`config.mk`:
```
export PLATFORM = sky130hd
export DESIGN_NAME = aes_block_loader_flat
export DESIGN_NICKNAME = d
export VERILOG_FILES = /design/src/rtl/aes_block_loader_if.sv /design/src/rtl/aes_block_loader.sv /design/src/flat_wrapper.sv
export SDC_FILE = /design/constraint.sdc
export NUM_CORES = 1
export LEC_CHECK = 0
export ABC_AREA = 1
export CAP_MARGIN = 20
export CELL_PAD_IN_SITES_DETAIL_PLACEMENT = 0
export CELL_PAD_IN_SITES_GLOBAL_PLACEMENT = 1
export CORE_ASPECT_RATIO = 1.4
export CORE_MARGIN = 2
export CORE_UTILIZATION = 38
export DETAILED_ROUTE_END_ITERATION = 10
export PLACE_DENSITY_LB_ADDON = 0.1
export REMOVE_ABC_BUFFERS = 1
export SYNTH_ARGS = -nofsm -noshare
export SYNTH_HDL_FRONTEND = slang
export SYNTH_SLANG_ARGS = --single-unit
export TNS_END_PERCENT = 20
```
`constraint.sdc`:
```
create_clock -name clk -period 3.5 [get_ports clk]
set_input_delay 0.7 -clock clk [delete_from_list [all_inputs] [get_ports clk]]
set_output_delay 0.7 -clock clk [all_outputs]
set_load 0.02 [all_outputs]
```
`src/rtl/aes_block_loader_if.sv`:
```
// ============================================================================
// Module      : aes_block_loader_if
// Description : Byte-stream handshake and parallel Message/Key buses between
//               a byte source and the AES block loader.
// Revision    : 1.0 - initial release
// ============================================================================
`default_nettype none

interface aes_block_loader_if #(
  parameter int NK = 4
);
  logic [7:0]         in_byte;
  logic               in_valid;
  logic               in_ready;
  logic               abort;
  logic [0:127]       Message;
  logic [0:32*NK-1]   Key;
  logic               core_start;
  logic               busy;
  logic               run_done;

  modport master (
    output in_byte, in_valid, abort,
    input  in_ready, Message, Key, core_start, busy, run_done
  );

  modport slave (
    input  in_byte, in_valid, abort,
    output in_ready, Message, Key, core_start, busy, run_done
  );
endinterface

`default_nettype wire

```
`src/rtl/aes_block_loader.sv`:
```
// ============================================================================
// Module      : aes_block_loader
// Description : Collects 16 message bytes and 4*NK key bytes, starts the AES
//               core and times its fixed run latency.
// Revision    : 1.0 - initial release
// ============================================================================
`default_nettype none

module aes_block_loader #(
  parameter int NK         = 4,
  parameter int NR         = 10,
  parameter int RUN_CYCLES = 2*NR+2
) (
  input  logic               clk,
  input  logic               rst_n,
  aes_block_loader_if.slave  bus
);

  localparam int         c_KEY_BITS = 32*NK;
  localparam int         c_KEY_IW   = $clog2(c_KEY_BITS);
  localparam int         c_RUN_W    = ($clog2(RUN_CYCLES) < 5) ? 5 : $clog2(RUN_CYCLES);
  localparam logic [5:0] c_MSG_LAST = 6'd15;
  localparam logic [5:0] c_KEY_LAST = 6'(4*NK-1);
  localparam logic [c_RUN_W-1:0] c_RUN_LAST = c_RUN_W'(RUN_CYCLES-1);

  typedef enum logic [1:0] {
    LOAD_MSG = 2'd0,
    LOAD_KEY = 2'd1,
    START    = 2'd2,
    RUN      = 2'd3
  } state_t;

  state_t               r_state;
  logic [5:0]           r_cnt;
  logic [c_RUN_W-1:0]   r_run_cnt;
  logic [0:127]         r_msg;
  logic [0:c_KEY_BITS-1] r_key;
  logic                 r_in_ready;
  logic                 r_core_start;
  logic                 r_busy;
  logic                 r_run_done;

  logic                 w_accept;
  logic [6:0]           w_msg_idx;
  logic [c_KEY_IW-1:0]  w_key_idx;

  // in_ready is a register, so acceptance never loops back through in_valid
  assign w_accept  = bus.in_valid && r_in_ready;
  assign w_msg_idx = 7'({r_cnt, 3'b000});
  assign w_key_idx = c_KEY_IW'({r_cnt, 3'b000});

  always_ff @(posedge clk) begin
    if (!rst_n) begin
      r_state      <= LOAD_MSG;
      r_cnt        <= '0;
      r_run_cnt    <= '0;
      r_msg        <= '0;
      r_key        <= '0;
      r_in_ready   <= 1'b1;
      r_core_start <= 1'b0;
      r_busy       <= 1'b0;
      r_run_done   <= 1'b0;
    end else if (bus.abort) begin
      // Buses keep their contents; only the sequence restarts
      r_state      <= LOAD_MSG;
      r_cnt        <= '0;
      r_run_cnt    <= '0;
      r_in_ready   <= 1'b1;
      r_core_start <= 1'b0;
      r_busy       <= 1'b0;
      r_run_done   <= 1'b0;
    end else begin
      r_core_start <= 1'b0;
      r_run_done   <= 1'b0;
      case (r_state)
        LOAD_MSG: begin
          if (w_accept) begin
            r_msg[w_msg_idx +: 8] <= bus.in_byte;
            if (r_cnt == c_MSG_LAST) begin
              r_cnt   <= '0;
              r_state <= LOAD_KEY;
            end else begin
              r_cnt <= r_cnt + 6'd1;
            end
          end
        end
        LOAD_KEY: begin
          if (w_accept) begin
            r_key[w_key_idx +: 8] <= bus.in_byte;
            if (r_cnt == c_KEY_LAST) begin
              r_cnt        <= '0;
              r_state      <= START;
              r_in_ready   <= 1'b0;
              r_core_start <= 1'b1;
            end else begin
              r_cnt <= r_cnt + 6'd1;
            end
          end
        end
        START: begin
          r_state    <= RUN;
          r_run_cnt  <= '0;
          r_busy     <= 1'b1;
          r_run_done <= (c_RUN_LAST == '0);
        end
        RUN: begin
          // run_done is raised together with the final count value so it
          // lines up with the last busy cycle
          if (r_run_cnt == c_RUN_LAST) begin
            r_state    <= LOAD_MSG;
            r_run_cnt  <= '0;
            r_busy     <= 1'b0;
            r_in_ready <= 1'b1;
          end else begin
            r_run_cnt  <= r_run_cnt + c_RUN_W'(1);
            r_run_done <= ((r_run_cnt + c_RUN_W'(1)) == c_RUN_LAST);
          end
        end
        default: begin
          r_state    <= LOAD_MSG;
          r_in_ready <= 1'b1;
        end
      endcase
    end
  end

  assign bus.in_ready   = r_in_ready;
  assign bus.Message    = r_msg;
  assign bus.Key        = r_key;
  assign bus.core_start = r_core_start;
  assign bus.busy       = r_busy;
  assign bus.run_done   = r_run_done;

endmodule

`default_nettype wire

```
`src/flat_wrapper.sv`:
```
// flat-port wrapper written by rule: the top's interface ports become plain ports
module aes_block_loader_flat 
#(
  parameter int NK         = 4,
  parameter int NR         = 10,
  parameter int RUN_CYCLES = 2*NR+2
)
  (clk, rst_n, bus_in_byte, bus_in_valid, bus_abort, bus_in_ready, bus_Message, bus_Key, bus_core_start, bus_busy, bus_run_done);
  aes_block_loader_if #(.NK(NK)) bus_i ();
  input  logic clk;
  input  logic rst_n;
  input wire logic [$bits(bus_i.in_byte)-1:0] bus_in_byte;
  input wire logic [$bits(bus_i.in_valid)-1:0] bus_in_valid;
  input wire logic [$bits(bus_i.abort)-1:0] bus_abort;
  output wire logic [$bits(bus_i.in_ready)-1:0] bus_in_ready;
  output wire logic [$bits(bus_i.Message)-1:0] bus_Message;
  output wire logic [$bits(bus_i.Key)-1:0] bus_Key;
  output wire logic [$bits(bus_i.core_start)-1:0] bus_core_start;
  output wire logic [$bits(bus_i.busy)-1:0] bus_busy;
  output wire logic [$bits(bus_i.run_done)-1:0] bus_run_done;
  assign bus_i.in_byte = bus_in_byte;
  assign bus_i.in_valid = bus_in_valid;
  assign bus_i.abort = bus_abort;
  assign bus_in_ready = bus_i.in_ready;
  assign bus_Message = bus_i.Message;
  assign bus_Key = bus_i.Key;
  assign bus_core_start = bus_i.core_start;
  assign bus_busy = bus_i.busy;
  assign bus_run_done = bus_i.run_done;
  aes_block_loader #(.NK(NK), .NR(NR), .RUN_CYCLES(RUN_CYCLES)) u_core (.clk(clk), .rst_n(rst_n), .bus(bus_i));
endmodule
```
# Word-level counts from Yosys, hierarchy flattened
# Index checks and enable logic that the tools add are counted.
[totals] register_bits=273 input_bits=12 out_inout_bits=260
[classes] n_addsub=3 eq_ne=11 n_shift=2 mux=18 n_bitwise=6 n_reduce_logical=14
[ops] cell="$bwmux 128" count=2
[ops] cell="$shift 129x9->128 const A" count=1
[ops] cell="$shiftx 129x9->128" count=1
[ops] cell="$eq 5x5->1 const B" count=2
[ops] cell="$mux 2" count=5
[ops] cell="$ne 2x1->1 const B" count=5
[ops] cell="$pmux 5 s2" count=1
[ops] cell="$neg 8->9" count=1
[ops] cell="$not 7->8" count=1
[ops] cell="$pmux 2 s4" count=1
[ops] cell="$reduce_or 4->1" count=2
[ops] cell="$add 6x1->6 const B" count=1
[ops] cell="$eq 6x4->1 const B" count=1
[ops] cell="$mux 6" count=1
[ops] cell="$reduce_and 3->1" count=2
[ops] cell="$add 5x1->5 const B" count=1
[ops] cell="$mux 1" count=5
[ops] cell="$mux 5" count=1
[ops] cell="$not 1->1" count=5
[ops] cell="$reduce_and 5->1" count=1
[ops] cell="$eq 2x2->1 const B" count=2
[ops] cell="$pmux 1 s2" count=2
[ops] cell="$reduce_and 2->1" count=2
[ops] cell="$reduce_and 4->1" count=1
[ops] cell="5 further kinds" count=7

# Logic depth before layout (Yosys ltp)
# Gate-level depths: netlist of the first run.
[logic_depth] ltp_word=4 mapped_depth=12

# Worst setup path before layout of the first run
# OpenSTA, ideal clock, no wires.
[synth_timing] path_kind="register -> register" from="reg u_core.r_cnt[2]" to="reg u_core.r_key, in the netlist u_core.bus.Key[24]" setup_time_ns=0.065 t_arrival_ns=1.837 setup_slack_ns=1.599 path_stages_with_launch=13 synth_period_minus_slack_ns=1.901 cell_sequence="dfxtp_1 -> buf_2 -> buf_6 -> buf_2 -> inv_1 -> ha_1 -> clkbuf_1 -> inv_1 -> nor2_1 -> nand2_1 -> inv_1 -> nor2_1 -> nor2_1"
[synth_between] elab_chain_len=4 elab_cells_between_ends=5
[synth_rtl] element="from (decl)" line="aes_block_loader.sv:34" source="logic [5:0] r_cnt;"
[synth_rtl] element="from (signal assigned)" line="aes_block_loader.sv:83" source="r_cnt <= r_cnt + 6'd1;"
[synth_rtl] element="from (signal assigned)" line="aes_block_loader.sv:96" source="r_cnt <= r_cnt + 6'd1;"
[synth_rtl] element="$not 7->8 (not written as such) (*)" line="aes_block_loader.sv:89" source="r_key[w_key_idx +: 8] <= bus.in_byte;"
[synth_rtl] element="$neg 8->9 (*)" line="aes_block_loader.sv:89"
[synth_rtl] element="$shiftx 129x9->128 / $shift 129x9->128 (equally long branches)" line="aes_block_loader.sv:89"
[synth_rtl] element="$bwmux 128 (*)" line="aes_block_loader.sv:89"
[synth_rtl] element="to (signal, indexed assignment)" line="aes_block_loader.sv:89"
[synth_rtl] element="to (decl)" line="aes_block_loader.sv:37" source="logic [0:c_KEY_BITS-1] r_key;"
# Mark *: on every way between the ends. The rest lies on a longest branch, timed or not.
# A chain may end at the register's enable or synchronous reset.

# Worst setup path in the final report of the first run
[layout_timing] from="reg u_core.r_cnt[1]" to="reg u_core.r_key, in the netlist u_core.bus.Key[25]"
# Same word-level chain as after synthesis.

==> run_results.csv, run 1 <==
group,metric,value,unit
synthesis,synth_top_family_by_area,"simple AND/OR/NAND/NOR gates",
place,dp_slack,0.7969,ns
place,placed_area,0.01369,mm²
setup_path,r2r-start,"u_core.r_cnt[1]",
routing,firstDrtPassIters,5,
power,p_per_area,422.8,mW/mm²
synthesis,synthSimpleGateAreaFrac,26.76,%
grt,grt_pass1_wl,53.15,mm
layout,drive_above_1_share,3.812,%
die,num_rows,72,
run,maxCapViolations,0,
cts,cts_hold_buf,0,
setup_path,startpoint,"u_core.r_cnt[1]",
synthesis,yosysUniqueCellTypes,25,
cts,cts_buffer_depth,3,
power,peakVddDrop,0.0003860,V
layout,antenna_cells,0,
routing,vias,10207,
die,initial_utilization,38.74,%
setup_path,cp_max_fo,18,
power,cellLeakagePower,0.005448,µW
cts,cts_tree,"done",
power,pwr-share-comb,4.8,%
place,hpwl,23.81,mm
min_path,hold_class,"reg -> reg",
power,p_int,4707,µW
synthesis,yosys_warnings,0,
timing,fin_skew,0.01534,ns
cts,clk_pin_slew,0.06,ns
setup_path,worstSetupPathType,"reg -> reg",
timing,finalMaxSlewViolations,0,
die,dieArea,0.02957,mm²
setup_path,arrival,2.95,ns
synthesis,synthCells,1448,
power,p_sw_share,23.24,%
layout,fin_nets,1712,
min_path,hp-start,"u_core.bus.Message[90]",
cts,cts.htree.levels,1,
timing,finalCritPeriodShare,70.98,%
power,power.share.sequential,51.1,%
timing,worst_pin_slew,0.9370,ns
timing,layout_setup_ws,1.016,ns
setup_path,cpPeakStageDelay,0.63,ns
layout,fillers,2805,
cts,cts_buffers,27,
layout,final_cell_area,0.01450,mm²
routing,drt_iter0_markers,569,
routing,postRouteAntennaNets,0,
routing,drc,0,
timing,rsz0062_at_grt,"false",
routing,wirelength,34.73,mm
synthesis,ys_ff_latch,273,
grt,grtUsageTotal,22.42,%
synthesis,netlist_top_cells_area,"dfxtp_1, nor2_1, o21ai_0, nand2_1, a21oi_1",
setup_path,required,3.97,ns
synthesis,syn_avg_cell_area,7.398,µm²
die,ios,272,
routing,route.detailed.vias_per_inst,4.919,
timing,hold_viol_final,0,
power,p_clk_share,44.0,%
die,die_w,145.9,µm
synthesis,synthMuxAreaShare,0,%
power,p_sw,1425,µW
place,io_buffers,271,
cts,clock_latency,0.54,ns
synthesis,synth-xor-area-share,0.2453,%
grt,grt_overflow_total,0,
grt,antenna_found_initial,1,
place,gp_congestion,0.7630,
setup_path,cp-start-kind,"flop",
grt,first_global_vias,9404,
timing,slew_headroom,37.54,%
setup_path,crit_top_cell,"nor2_1",
grt,grt_max_degree,209,
layout,area_growth,35.39,%
synthesis,synth_compound_area_share,14.25,%
cts,cts-resized-gates,0,
cts,cts_root_buffer,"clkbuf_16",
synthesis,synth_top_area_cell,"dfxtp_1",
die,core_area,0.02766,mm²
synthesis,ys_seq_area_share,51.02,%
timing,finalCriticalPeriod,2.484,ns
cts,postCtsSetupRepairBufs,0,
timing,fmax,402.5,MHz
setup_path,cp_cell_sequence,"ha_1 -> ha_1 -> inv_1 -> nor2_1 -> nand2_1 -> inv_1 -> nor2_1 -> nor2_1",
timing,fin_tns_setup,0,ns
setup_path,crit_slowest_cell,"dfxtp_1",
cts,cts.sinks,273,
synthesis,synth.top_cell.area_share,51.02,%
status,status,"completed",
setup_path,end_kind,"flop",
die,die_h,202.7,µm
routing,drt-wirelength-per-cell,16.74,µm
synthesis,synthAdderAreaFrac,1.518,%
synthesis,synthesis.area,0.01071,mm²
timing,finalSetupViolCount,0,
[cells in the mapped netlist]
master,n
nor2_1,401
dfxtp_1,273
o21ai_0,179
nand2_1,171
a21oi_1,122
inv_1,89
nand4_1,51
clkbuf_1,41
nor3_1,26
buf_2,25
nand3_1,23
ha_1,13
nor4_1,8
buf_1,4
nand2_2,4
nor3_2,4
buf_4,3
xor2_1,3
nor3_4,2
a22oi_1,1
buf_6,1
clkinv_1,1
nor3b_1,1
o211ai_1,1
o21ai_1,1
[layout by cell type, fill, tap and decap left out, types with 2 or more instances in the layout]
cell type and count:
o21ai_0 179, buf_4 10, buf_12 3, clkbuf_8 4, dfxtp_2 2, nor3_1 26, ha_1 13, inv_1 88
clkbuf_1 8, nand3_1 23, nand4_1 51, clkinv_2 7, clkdlybuf4s50_1 270, nor3_4 2, nand2_1 171, nor2_1 401
nand2_2 4, xor2_1 3, clkinv_1 2, clkbuf_16 27, a21oi_1 122, nor3_2 4, dfxtp_1 271, nor4_1 8
[per-layer routing]
| metal | part of all wire (%) | global-route usage [%] | vias up |
|---|---|---|---|
| li1 | - | - | 5209 |
| met1 | 43 | 29.08 | 4674 |
| met2 | 49 | 38.73 | 270 |
| met3 | 5.3 | 3.596 | 52 |
| met4 | 2.4 | 6.022 | 2 |
| met5 | 0.032 | 0 | - |
[critical path, delay by kind of cell (launching register included)]
kind                     cells  cell delay (ns)
adder cells (fa/ha/maj)      2             0.92
buffers and inverters        2             0.35
flip-flops                   1             0.63
AND/OR/NAND/NOR              4             0.51
[kinds of logic after synthesis]
group / Yosys count
AND/OR/NAND/NOR: 691
flip-flops: 273
XOR/XNOR: 3
AO/OA/AOI/OAI: 304
buffers and inverters: 164
adder cells (fa/ha/maj): 13
[metrics by stage]
step           instances  total power, µW  util [%]  hold slack [ns]
2_1_floorplan       1374             3354         -           0.4710
5_1_grt             2075             6357     52.44           0.4876
4_1_cts             2074             6197     52.40           0.4636
3_5_place_dp        2027             3500     49.49           0.4555
6_report            2075             6132     52.44           0.4650
3_3_place_gp        2027             3499     49.49           0.4509
[area by class of cell]
cell class / instances / area, µm² / share of cell area, %
Inverter: 90 / 337.8 / 2.329
Multi-Input combinational cell: 1011 / 4582 / 31.59
Tap cell: 370 / 462.9 / 3.192
Clock buffer: 39 / 760.7 / 5.245
Timing Repair Buffer: 284 / 2849 / 19.64
Sequential cell: 273 / 5468 / 37.70
Clock inverter: 8 / 43.79 / 0.3019
[worst paths after layout]
kind	endpoint	slack (ns)	cells past startpoint
worst max-delay path	u_core.bus.Key[25]	1.02	8
worst min-delay path	u_core.bus.Message[90]	0.46	2
worst max register to register	u_core.bus.Key[25]	1.02	8
worst min register to register	u_core.bus.Message[90]	0.46	2
[state kept, by name, summed over array words and instances (netlist names)]
signal,flops
u_core.r_state,2
u_core.bus.Message,128
u_core.r_cnt,6
u_core.r_run_cnt,5
u_core.bus.Key,128
u_core.bus.in_ready,1
u_core.bus.run_done,1
u_core.bus.busy,1
u_core.bus.core_start,1
[power groups by stage]
stage | Clock (µW) | Combinational (µW) | Sequential [µW]
2_1_floorplan | 0 | 135 | 3220
3_3_place_gp | 0 | 294 | 3200
3_5_place_dp | 0 | 296 | 3200
4_1_cts | 2770 | 297 | 3130
5_1_grt | 2890 | 328 | 3140
6_report | 2700 | 297 | 3140
No activity file was read; power rests on OpenSTA's default activity.
==> inputs of run 2 (changes only) <==
--- a/config.mk
+++ b/config.mk
@@ -11,7 +11,7 @@
 export CELL_PAD_IN_SITES_GLOBAL_PLACEMENT = 1
 export CORE_ASPECT_RATIO = 1.4
 export CORE_MARGIN = 2
-export CORE_UTILIZATION = 38
+export CORE_UTILIZATION = 35
 export DETAILED_ROUTE_END_ITERATION = 10
 export PLACE_DENSITY_LB_ADDON = 0.1
 export REMOVE_ABC_BUFFERS = 1
==> constraint.sdc (replaced) <==
create_clock -name clk -period 2.55 [get_ports clk]
set_input_delay 0.51 -clock clk [delete_from_list [all_inputs] [get_ports clk]]
set_output_delay 0.51 -clock clk [all_outputs]
set_load 0.02 [all_outputs]
==> run_results.csv, run 2 (synthesis gave the netlist of run 1 again) <==
group,metric,value,unit
grt,grt_use_met3,3.344,%
timing,worst_pin_slew,0.7263,ns
power,p_clk_share,46.7,%
layout,fin_nets,1751,
power,p_sw_share,22.75,%
layout,utilization,49.84,%
status,status,"completed",
setup_path,cp_cell_sequence,"clkdlybuf4s50_1",
setup_path,end_kind,"primary output",
power,pwr-share-comb,5.0,%
cts,clk_pin_slew,0.07,ns
grt,grt_max_degree,125,
cts,clock_latency,0.54,ns
timing,rsz0062_at_grt,"false",
timing,slew_headroom,51.14,%
routing,firstDrtPassIters,5,
grt,antenna_found_initial,1,
timing,finalCriticalPeriod,2.089,ns
run,maxCapViolations,0,
layout,seqCellArea,0.005468,mm²
setup_path,setup.worst_path.end,"bus_Message[71]",
grt,met2_usage,36.27,%
place,hpwl,25.00,mm
grt,first_global_vias,9573,
timing,hold_viol_final,0,
setup_path,startpoint,"u_core.bus.Message[56]",
setup_path,path_buf_inv,1,
setup_path,cp-start-kind,"flop",
cts,postCtsSetupRepairBufs,0,
routing,postRouteAntennaNets,0,
cts,cts_tree,"done",
routing,drt-wirelength-per-cell,16.69,µm
setup_path,cpPeakStageDelay,0.70,ns
routing,drc,0,
layout,mostFrequentLayoutCells,"nor2_1, dfxtp_1, clkdlybuf4s50_1",
routing,vias,10282,
die,num_rows,75,
cts,cts_buffer_depth,3,
routing,route.detailed.vias_per_inst,4.823,
power,power,8906,µW
grt,grtUsageTotal,21.01,%
die,core_area,0.03003,mm²
setup_path,r2r-start,"u_core.r_cnt[0]",
setup_path,worstSetupPathType,"reg -> out",
setup_path,timing.reg2reg.setup_slack,0.50,ns
setup_path,required,2.04,ns
power,cellLeakagePower,0.005703,µW
setup_path,crit_slowest_cell,"clkdlybuf4s50_1",
layout,final_common_cell,"nor2_1",
grt,grtUsageMet1,27.54,%
power,p_sw,2026,µW
timing,finalMaxSlewViolations,0,
cts,cts_root_buffer,"clkbuf_16",
cts,cts.sinks,273,
cts,cts.htree.levels,1,
layout,fillers,3044,
setup_path,r2r_cells,5,
grt,grt_pass1_wl,54.20,mm
setup_path,arrival,1.58,ns
power,p_int,6880,µW
die,ios,272,
timing,fmax,478.6,MHz
routing,wirelength,35.59,mm
die,dieArea,0.03204,mm²
layout,drive_above_1_share,6.182,%
layout,antenna_cells,0,
die,die_h,211.0,µm
layout,area_growth,39.70,%
die,die_w,151.9,µm
layout,multi_input_area,0.004588,mm²
grt,busiest_layer,"met2",
die,initial_utilization,35.67,%
grt,grt_overflow_total,0,
power,power.share.sequential,48.3,%
cts,cts_buffers,28,
timing,finalSetupViolCount,0,
setup_path,cp_max_fo,2,
min_path,hold_class,"reg -> reg",
timing,finalCritPeriodShare,81.93,%
routing,drt_iter0_markers,611,
power,peakVddDrop,0.0005864,V
setup_path,r2r_end,"u_core.bus.Key[121]",
place,gp_congestion,0.7703,
setup_path,cp_num_cells,1,
timing,fin_skew,0.01224,ns
power,p_per_area,595.1,mW/mm²
place,io_buffers,271,
setup_path,critPathTopFamily,"buffers and inverters",
==> run 2: changes by cell type in the layout (fill, tap and decap cells not counted), sizes merged <==
cell      delta
buf         +38
bufinv       +2
clkbuf       +3
clkinv       -3
clkinvlp     +2
==> run 2: worst min-delay path by stage <==
| stage | start | endpoint | slack [ns] | cells past startpoint |
|---|---|---|---|---|
| after detailed placement | u_core.bus.Message[126] | u_core.bus.Message[126] | 0.46 | 2 |
| after global routing | rst_n | u_core.r_cnt[5] | 0.48 | 4 |
| after floorplan | u_core.r_run_cnt[3] | u_core.r_run_cnt[3] | 0.47 | 2 |
| after global placement | u_core.bus.Message[56] | u_core.bus.Message[56] | 0.45 | 2 |
| final | u_core.bus.Key[56] | u_core.bus.Key[56] | 0.46 | 2 |
| after CTS | rst_n | u_core.r_cnt[5] | 0.45 | 4 |
==> run 2: per-stage QoR <==
| step | setup WS [ns] | setup TNS (ns) | std cells | cell area (µm²) | hold WS [ns] |
|---|---|---|---|---|---|
| floorplan | -0.3976 | -58.85 | 1374 | 10390 | 0.4710 |
| global placement | 0.2110 | 0 | 2081 | 14020 | 0.4498 |
| detailed placement | 0.1701 | 0 | 2081 | 14020 | 0.4563 |
| CTS | 0.1936 | 0 | 2132 | 14960 | 0.4520 |
| global route | 0.2861 | 0 | 2132 | 14970 | 0.4813 |
| finish | 0.4607 | 0 | 2132 | 14970 | 0.4634 |
==> run 2: cell type report <==
type	instances	share of cell area (%)
Sequential cell	273	36.54
Multi-Input combinational cell	1011	30.66
Timing Repair Buffer	322	21.09
Clock buffer	42	5.576
Tap cell	385	3.219
Inverter	90	2.257
Clock inverter	9	0.6688
==> run 2: power by group through the flow <==
stage / clock [µW] / combinational, µW / sequential [µW]
after global routing: 4430 / 491 / 4300
after global placement: 0 / 444 / 4390
after floorplan: 0 / 185 / 4420
after CTS: 4270 / 446 / 4300
final: 4160 / 444 / 4300
after detailed placement: 0 / 445 / 4390
==> run 2: routing by layer <==
metal  wire length [µm]  share of wire, %
met1              15740                44
met2              17300                49
met3               1817               5.1
met4                718               2.0
met5                 13             0.037
==> run 2: repair_timing <==
item / CTS / global route
hold buffers: 0 / 0
gates resized for setup: 0 / 1
setup endpoints to repair: 0 / 13
==> run 2: worst register-to-register path, cell delays in order (launching register included) <==
cell,delay (ns)
dfxtp_1,0.49
ha_1,0.29
ha_1,0.53
nand3_1,0.40
nand2_1,0.16
a21oi_1,0.07
==> inputs of run 3 (changes only) <==
==> constraint.sdc (replaced) <==
create_clock -name clk -period 2 [get_ports clk]
set_input_delay 0.4 -clock clk [delete_from_list [all_inputs] [get_ports clk]]
set_output_delay 0.4 -clock clk [all_outputs]
set_load 0.02 [all_outputs]
==> run_results.csv, run 3 (synthesis gave the netlist of run 1 again) <==
group,metric,value,unit
status,status,"completed",
grt,first_global_vias,9714,
routing,drt-wirelength-per-cell,16.40,µm
setup_path,required,1.60,ns
cts,cts_hold_buf,0,
layout,final_common_cell,"nor2_1",
power,power.share.sequential,47.4,%
place,hpwl,25.10,mm
routing,drt_iter0_markers,546,
setup_path,crit_slowest_cell,"clkdlybuf4s50_1",
timing,hold_slack,0.2032,ns
routing,firstDrtPassIters,5,
timing,worst_pin_slew,0.6197,ns
routing,top_layer,"met5",
power,p_sw,2562,µW
die,num_rows,75,
place,io_buffers,271,
cts,clk_pin_slew,0.06,ns
cts,cts_tree,"done",
grt,grt_max_degree,88,
routing,postRouteAntennaNets,0,
timing,fin_tns_setup,0,ns
min_path,hold_class,"in -> reg",
die,dieArea,0.03204,mm²
cts,clock_latency,0.55,ns
power,p_sw_share,22.19,%
timing,slew_headroom,58.41,%
grt,grt_pass1_wl,54.37,mm
grt,grt_overflow_total,0,
setup_path,path_buf_inv,1,
setup_path,arrival,1.56,ns
layout,drive_above_1_share,8.800,%
routing,drc,0,
setup_path,cpPeakStageDelay,0.62,ns
layout,area_growth,43.24,%
setup_path,worstSetupPathType,"reg -> out",
power,p_clk_share,47.3,%
layout,fin_nets,1788,
die,die_w,151.9,µm
power,p_int,8985,µW
grt,antenna_found_initial,2,
die,die_h,211.0,µm
grt,grtUsageTotal,21.24,%
power,peakVddDrop,0.0005964,V
setup_path,cp-start-kind,"flop",
routing,vias,10482,
cts,cts.htree.levels,1,
power,power,11550,µW
place,gp_congestion,0.8125,
routing,met1_length,15.80,mm
timing,hold_viol_final,0,
routing,route.detailed.vias_per_inst,4.830,
run,maxCapViolations,0,
setup_path,cp_max_fo,2,
cts,cts_buffer_depth,3,
timing,finalCritPeriodShare,97.99,%
timing,rsz0062_at_grt,"true",
timing,finalMaxSlewViolations,0,
die,core_area,0.03003,mm²
power,pwr-share-comb,5.3,%
layout,utilization,51.10,%
setup_path,critPathTopFamily,"buffers and inverters",
cts,cts_buffers,28,
cts,cts_root_buffer,"clkbuf_16",
die,ios,272,
cts,cts.sinks,273,
timing,finalCriticalPeriod,1.960,ns
timing,fin_skew,0.01428,ns
setup_path,cp_cell_sequence,"clkdlybuf4s50_1",
die,initial_utilization,35.67,%
routing,wirelength,35.58,mm
power,p_per_area,752.5,mW/mm²
layout,mostFrequentLayoutCells,"nor2_1, dfxtp_1, clkdlybuf4s50_1",
timing,finalSetupViolCount,0,
routing,wl_met3,1.604,mm
routing,dr_wl_met2,17.09,mm
power,cellLeakagePower,0.006163,µW
timing,fmax,510.3,MHz
setup_path,end_kind,"primary output",
## run 3: cell count changes in the layout (fill, tap and decap cells not counted), moves of 2 or more
cell	before	now
nand2_2	4	7
clkdlybuf4s50_1	270	251
inv_2	0	6
bufinv_16	2	4
buf_12	5	8
clkinv_2	5	7
dlygate4sd2_1	0	8
dlymetal6s2s_1	0	11
clkbuf_8	6	4
buf_4	47	81
nand2_1	171	168
inv_1	89	82
## run 3: metrics by stage
stage / instances / area, µm² / setup slack [ns]
2_1_floorplan: 1374 / 10390 / -0.9476
3_3_place_gp: 2116 / 14330 / -0.1417
3_5_place_dp: 2116 / 14330 / -0.2151
4_1_cts: 2167 / 15280 / 0.001746
5_1_grt: 2170 / 15340 / -0.03520
6_report: 2170 / 15340 / 0.04026
## run 3: power by group through the flow
stage	clock network (µW)	logic, µW	registers, µW
floorplan	0	236	5630
global placement	0	612	5600
detailed placement	0	612	5600
CTS	5620	614	5480
global route	5830	676	5470
finish	5460	611	5480
## run 3: worst paths after layout
| check | cells after the start | to | slack (ns) | from |
|---|---|---|---|---|
| setup / recovery | 1 | bus_Key[16] | 0.04 | u_core.bus.Key[111] |
| hold / removal | 3 | u_core.bus.Key[7] | 0.20 | rst_n |
| setup reg to reg | 8 | u_core.bus.Key[60] | 0.16 | u_core.r_state[1] |
| hold reg to reg | 2 | u_core.bus.Key[94] | 0.46 | u_core.bus.Key[94] |
## run 3: layout make-up
type | instances | area, µm²
sequential | 273 | 5468
clock inverter | 11 | 155.1
tap | 385 | 481.7
clock buffer | 40 | 807.0
multi-input combinational | 1011 | 4601
antenna | 1 | 2.502
fill | 3038 | 14680
inverter | 90 | 341.6
timing repair buffer | 359 | 3488
## run 3: layer usage
metal	vias up	global-route usage [%]
met5	-	0
met4	2	7.799
met3	62	2.647
met2	291	36.36
met1	4765	27.55
li1	5362	-
## run 3: what timing repair did
item | in CTS | in global routing
resized for setup | 9 | 24
setup endpoints to repair | 24 | 67
pin swaps | 0 | 2
setup buffers | 0 | 2
